## config.mk

```make
export PLATFORM = sky130hd
export DESIGN_NAME = uart_msg_sender_flat
export DESIGN_NICKNAME = d
export VERILOG_FILES = /design/src/rtl/uart_msg_sender_if.sv /design/src/rtl/uart_msg_sender.sv /design/src/flat_wrapper.sv
export SDC_FILE = /design/constraint.sdc
export NUM_CORES = 1
export LEC_CHECK = 0
export BUFFER_PORTS_ARGS = -buffer_cell sky130_fd_sc_hd__buf_4
export CORE_MARGIN = 2
export CORE_UTILIZATION = 30
export DETAILED_ROUTE_END_ITERATION = 10
export RECOVER_POWER = 50
export SLEW_MARGIN = 20
export SYNTH_ARGS = -nofsm -noshare
export SYNTH_HDL_FRONTEND = slang
export SYNTH_SLANG_ARGS = --single-unit
```

## constraint.sdc

```tcl
create_clock -name clk -period 2.2 [get_ports clk]
set_clock_uncertainty 0.1 [all_clocks]
set_input_delay 0.22 -clock clk [delete_from_list [all_inputs] [get_ports clk]]
set_output_delay 0.22 -clock clk [all_outputs]
set_load 0.01 [all_outputs]
```

## src/rtl/uart_msg_sender_if.sv

```systemverilog
// uart_msg_sender_if: request/status bundle between a controller and the UART message sender
interface uart_msg_sender_if;
  logic       trig;
  logic [1:0] mode;
  logic       stop;
  logic       tx;
  logic       busy;
  logic       tx_done;
  logic [7:0] char_cnt;
  modport master (output trig, mode, stop, input tx, busy, tx_done, char_cnt);
  modport slave (input trig, mode, stop, output tx, busy, tx_done, char_cnt);
endinterface

```

## src/rtl/uart_msg_sender.sv

```systemverilog
// uart_msg_sender: UART transmitter sending an incrementing character sequence; UART_PARITY_EN adds an even parity bit
module uart_msg_sender #(
  parameter int         CLK_HZ     = 100_000_000,
  parameter int         BAUD       = 9600,
  parameter int         DATA_BITS  = 8,
  parameter int         STOP_BITS  = 1,
  parameter int         MSG_LEN    = 16,
  parameter logic [7:0] CHAR_FIRST = 8'h30,
  parameter logic [7:0] CHAR_LAST  = 8'h7A
) (
  input logic clk,
  input logic reset,
  uart_msg_sender_if.slave bus
);
  localparam int DIV = CLK_HZ / BAUD;
  localparam int CW = $clog2(DIV);
  localparam logic [CW-1:0] RELOAD = CW'(DIV - 1);
  localparam logic [CW-1:0] ONE = CW'(1);
`ifdef UART_PARITY_EN
  localparam logic [7:0] MASK = 8'((1 << DATA_BITS) - 1);
  typedef enum logic [2:0] {IDLE, START, DATA, PARITY, STOP} state_t;
`else
  typedef enum logic [2:0] {IDLE, START, DATA, STOP} state_t;
`endif
  state_t state;
  logic [CW-1:0] cnt;
  logic [2:0] idx;
  logic sidx;
  logic [7:0] cur_char;
  logic [7:0] sh;
  logic [1:0] mode_r;
  logic last;
  logic cont;
  logic [7:0] cnt_next;
  assign last = cnt == '0;
  assign cnt_next = bus.char_cnt == 8'hFF ? 8'hFF : bus.char_cnt + 8'd1;
  // decide at the end of a frame whether another character follows immediately
  always_comb cont = mode_r == 2'b10 ? !bus.stop : mode_r == 2'b01 ? (int'(cnt_next) < MSG_LEN) && !bus.stop : 1'b0;
  // frame sequencer: every state holds its bit for DIV cycles, outputs are registered
  always_ff @(posedge clk or negedge reset) begin
    if (!reset) begin
      state <= IDLE;
      cnt <= '0;
      idx <= '0;
      sidx <= 1'b0;
      cur_char <= CHAR_FIRST;
      sh <= '0;
      mode_r <= 2'b00;
      bus.tx <= 1'b1;
      bus.busy <= 1'b0;
      bus.tx_done <= 1'b0;
      bus.char_cnt <= '0;
    end else begin
      bus.tx_done <= 1'b0;
      case (state)
        IDLE: if (bus.trig) begin
          state <= START;
          cnt <= RELOAD;
          mode_r <= bus.mode == 2'b11 ? 2'b00 : bus.mode;
          bus.tx <= 1'b0;
          bus.busy <= 1'b1;
          bus.char_cnt <= '0;
        end
        START: if (last) begin
          state <= DATA;
          cnt <= RELOAD;
          idx <= '0;
          bus.tx <= cur_char[0];
          sh <= cur_char >> 1;
        end else cnt <= cnt - ONE;
        DATA: if (last) begin
          cnt <= RELOAD;
          if (idx == 3'(DATA_BITS - 1)) begin
`ifdef UART_PARITY_EN
            state <= PARITY;
            bus.tx <= ^(cur_char & MASK);
`else
            state <= STOP;
            sidx <= 1'(STOP_BITS - 1);
            bus.tx <= 1'b1;
`endif
          end else begin
            idx <= idx + 3'd1;
            bus.tx <= sh[0];
            sh <= sh >> 1;
          end
        end else cnt <= cnt - ONE;
`ifdef UART_PARITY_EN
        PARITY: if (last) begin
          state <= STOP;
          cnt <= RELOAD;
          sidx <= 1'(STOP_BITS - 1);
          bus.tx <= 1'b1;
        end else cnt <= cnt - ONE;
`endif
        STOP: begin
          if (cnt == ONE && !sidx) bus.tx_done <= 1'b1;
          if (!last) cnt <= cnt - ONE;
          else if (sidx) begin
            sidx <= 1'b0;
            cnt <= RELOAD;
          end else begin
            bus.char_cnt <= cnt_next;
            cur_char <= cur_char == CHAR_LAST ? CHAR_FIRST : cur_char + 8'd1;
            cnt <= cont ? RELOAD : '0;
            state <= cont ? START : IDLE;
            bus.tx <= !cont;
            bus.busy <= cont;
          end
        end
        default: state <= IDLE;
      endcase
    end
  end
endmodule

```

## src/flat_wrapper.sv

```systemverilog
// flat-port wrapper written by rule: the top's interface ports become plain ports
module uart_msg_sender_flat 
#(
  parameter int         CLK_HZ     = 100_000_000,
  parameter int         BAUD       = 9600,
  parameter int         DATA_BITS  = 8,
  parameter int         STOP_BITS  = 1,
  parameter int         MSG_LEN    = 16,
  parameter logic [7:0] CHAR_FIRST = 8'h30,
  parameter logic [7:0] CHAR_LAST  = 8'h7A
)
  (clk, reset, bus_trig, bus_mode, bus_stop, bus_tx, bus_busy, bus_tx_done, bus_char_cnt);
  uart_msg_sender_if bus_i ();
  input logic clk;
  input logic reset;
  input wire logic [$bits(bus_i.trig)-1:0] bus_trig;
  input wire logic [$bits(bus_i.mode)-1:0] bus_mode;
  input wire logic [$bits(bus_i.stop)-1:0] bus_stop;
  output wire logic [$bits(bus_i.tx)-1:0] bus_tx;
  output wire logic [$bits(bus_i.busy)-1:0] bus_busy;
  output wire logic [$bits(bus_i.tx_done)-1:0] bus_tx_done;
  output wire logic [$bits(bus_i.char_cnt)-1:0] bus_char_cnt;
  assign bus_i.trig = bus_trig;
  assign bus_i.mode = bus_mode;
  assign bus_i.stop = bus_stop;
  assign bus_tx = bus_i.tx;
  assign bus_busy = bus_i.busy;
  assign bus_tx_done = bus_i.tx_done;
  assign bus_char_cnt = bus_i.char_cnt;
  uart_msg_sender #(.CLK_HZ(CLK_HZ), .BAUD(BAUD), .DATA_BITS(DATA_BITS), .STOP_BITS(STOP_BITS), .MSG_LEN(MSG_LEN), .CHAR_FIRST(CHAR_FIRST), .CHAR_LAST(CHAR_LAST)) u_core (.clk(clk), .reset(reset), .bus(bus_i));
endmodule
```

==> run metrics <==
status finished clean; post-synthesis mux area share roughly 2.8%; Seq/Total Area, Yosys 40.2%; cell accounting for the most synthesized area dfrtp_1; Compound-Gate Fraction of Synth Area 22.2%; Gate Count Post-Synth around 310; worst path cell trace ha_1 > nor2b_2 > nor4_1 > buf_4 > a41oi_2 > o21ai_4 > a311oi_2; Initial Util ~30%; Seq cells post-synth 47; CTS Buf Count 5; filler cell count between 1k and 1.5k; XOR/XNOR Fraction of Synth Area under 10%; Syn-to-layout area delta 13.2%; # setup viols final 0; Worst Path Required 2.31 ns; grt total ovfl 0; CTS H-tree lvls 2; CTS tree done; Worst Max-Slew Pin Slew between 1 and 1.5 ns; CP endpoint kind register; placed insts 455; final hold violation count 0; largest net degree at the start of global routing 48; GRT Total Usage approximately an eighth; Cell Count, Final, Fillers Out approximately 460; Rows 36; layout cells sized above 1 roughly a fifth; Setup Fix Bufs, Post-CTS 0; Hold Path Cell Cnt 3; hold crit path type in2reg; via count approximately 2.3k; ys flop type dfrtp_1; vias in the first global route 2213; power density over the cells approximately 1000 nW/µm²; Layout Nets around 350; Pre-antenna DRT Iters 4; Synth top cells by count dfrtp_1 (44), nand2_1 (27), nor2_1 (24); type of the worst setup path reg2reg; Mapped Nets 323; mapped cell area between 2000 and 3000 µm²; port buffer count 16; r2r worst-path depth 7; largest family of logic cells by synthesized area simple AND/OR/NAND/NOR gates; I/O pin total 17; drt initial violations about 130; Overall Power ~3.5 mW; Worst slew margin about a fifth; core area between 9000 and 10000 µm²; async set-or-reset flop fraction in the synthesized netlist 100%; drt drc 0; largest stage delay on the critical path about 0.44 ns; Worst VDD drop 0.461 mV; Post-DRT Antenna Nets 0; Die Area between 10000 and 15000 µm²; Worst setup SP type register; Tmin final around 2.1 ns; post-synth top area share ~37%; RSZ-0062 raised after global routing false; top cells by area, synth dfrtp_1 (37%), ha_1 (5.1%), nand2_1 (3.5%); CTS root buffer clkbuf_8; Avg Cell Area, Syn 9.63 µm²; global-route wire length before repair about 11000 µm; die width approximately 100 µm; clock slew at reported path FFs about 0.090 ns; fin crit share 94.6%; Post-synth EDFFs 0; vias per cell between 5 and 6; slowest CP cell dfrtp_1; Hold WS roughly 0.083 ns; library cells used by synthesis 70; routed wire length approximately 6500 µm; maximum clock frequency a little under 500 MHz; Syn. warnings 0; die height a little over 100 µm; Total Neg Setup Slack 0 ns; worst skew pair latency just over 0.3 ns; initial antenna violation count 0; CTS max path bufs 2; most frequent cell after synthesis dfrtp_1; Core Util, Final between 30% and 40%; TritonCTS Sinks 47; Post-Synth Simple-Gate Area about a quarter; HPWL Detailed between 4000 and 5000 µm; area share of fa/ha/maj cells after synthesis 5.11%; antenna fix cells 0; post-DR wirelength/cell approximately 14 µm; Max-Cap Viols 0; Leak roughly 1.4 nW; Slew Limit Fails 0; Crit Path Max Fanout 7; arrival time worst endpoint 2.19 ns; routability cong. roughly 0.80
==> cell type report <==
type | instances | area, µm² | area share, %
clock buffers | 6 | 72.6 | 2.18
clock inverters | 2 | 12.5 | 0.376
inverters | 14 | 52.6 | 1.58
multi-input cells | 231 | 1630 | 48.9
flip-flops and latches | 47 | 1180 | 35.5
well taps | 133 | 166 | 5.01
repair buffers | 31 | 214 | 6.44
==> worst max-delay path, delay by kind of cell (launching register included) <==
kind	cells	cell delay, ns
AO/OA/AOI/OAI	3	0.64
adder cells (fa/ha/maj)	1	0.30
buffers and inverters	1	0.16
flip-flops	1	0.44
AND/OR/NAND/NOR	2	0.33
==> report_power, final <==
group | switching [mW] | internal [mW]
logic | 1.01 | 0.728
clock network | 0.301 | 0.223
registers | 0.188 | 1.02
total | 1.50 | 1.97
==> cells in the final DEF (no fill, tap or decap), types with 2 or more instances in the layout <==
master	Yosys	routed
nand4b_1	2	2
nor2_1	24	24
or3_1	3	3
xor2_1	4	4
xnor2_1	2	2
nand2_1	27	27
dfstp_2	3	3
buf_4	1	24
o21ai_2	3	3
nand2b_1	6	6
ha_1	12	11
nand4_1	6	6
o21ai_0	15	15
o22ai_1	3	3
inv_1	14	14
nor3b_1	2	2
nor2b_1	3	3
mux2_2	2	2
and2_1	2	2
nand3b_1	2	2
o21ai_1	5	5
dfrtp_1	44	44
o211ai_1	3	3
clkbuf_1	5	6
a211oi_1	2	2
a31oi_1	3	3
and4_4	2	2
and4b_1	2	2
nand3_1	9	9
a21o_1	7	7
nor4_1	5	5
nor3_1	11	11
a22o_1	9	9
clkbuf_8	0	5
a21oi_1	16	16
mux2i_1	6	6
==> final timing paths <==
| path | start | endpoint | slack, ns |
|---|---|---|---|
| worst max register to register | u_core.state[0] | u_core.cnt[2] | 0.12 |
| max in group asynchronous | reset | u_core.cnt[8] | 0.69 |
| worst min register to register | u_core.sh[5] | u_core.sh[5] | 0.39 |
| worst min-delay path | bus_mode[0] | u_core.mode_r[1] | 0.08 |
| worst max-delay path | u_core.state[0] | u_core.cnt[2] | 0.12 |
| min in group asynchronous | reset | u_core.sh[5] | 0.59 |
==> kinds of logic (layout without fill, tap and decap cells) <==
kind of cell               Yosys count  count (layout)
and+or+nand+nor                    120             120
AOI/OAI and AO/OA                   85              85
DFF                                 47              47
buffers and inverters               27              53
adders and majority gates           12              12
muxes                                8               8
xor gates and xnor gates             6               6
==> flip-flops by register name, indices dropped and copies added, names as in the netlist <==
name                 cells
u_core.mode_r            2
u_core.bus.tx_done       1
u_core.bus.busy          1
u_core.idx               3
u_core.bus.tx            1
u_core.state             2
u_core.sh                7
u_core.cnt              14
u_core.cur_char          8
u_core.bus.char_cnt      8
==> metrics by stage <==
| step | setup slack (ns) | instance area [µm²] |
|---|---|---|
| after floorplan | 0.221 | 2940 |
| after global placement | 0.0433 | 3250 |
| after detailed placement | 0.0561 | 3250 |
| after CTS | 0.0327 | 3340 |
| after global routing | 0.0212 | 3320 |
| final | 0.118 | 3320 |
==> layer usage <==
layer  share of wire, %  global-route usage, %  vias up
met2                 46                   20.2       39
met3                2.9                   2.03        9
met5                  0                      0        -
met4                1.7                   4.96        0
met1                 50                   18.3     1117
li1                   -                      -     1174
==> timing repair <==
item,CTS,global route
hold endpoints to repair,44,0
setup endpoints to repair,0,5
hold buffers,1,0
gates resized for setup,0,1
No activity file was read; power rests on OpenSTA's default activity.
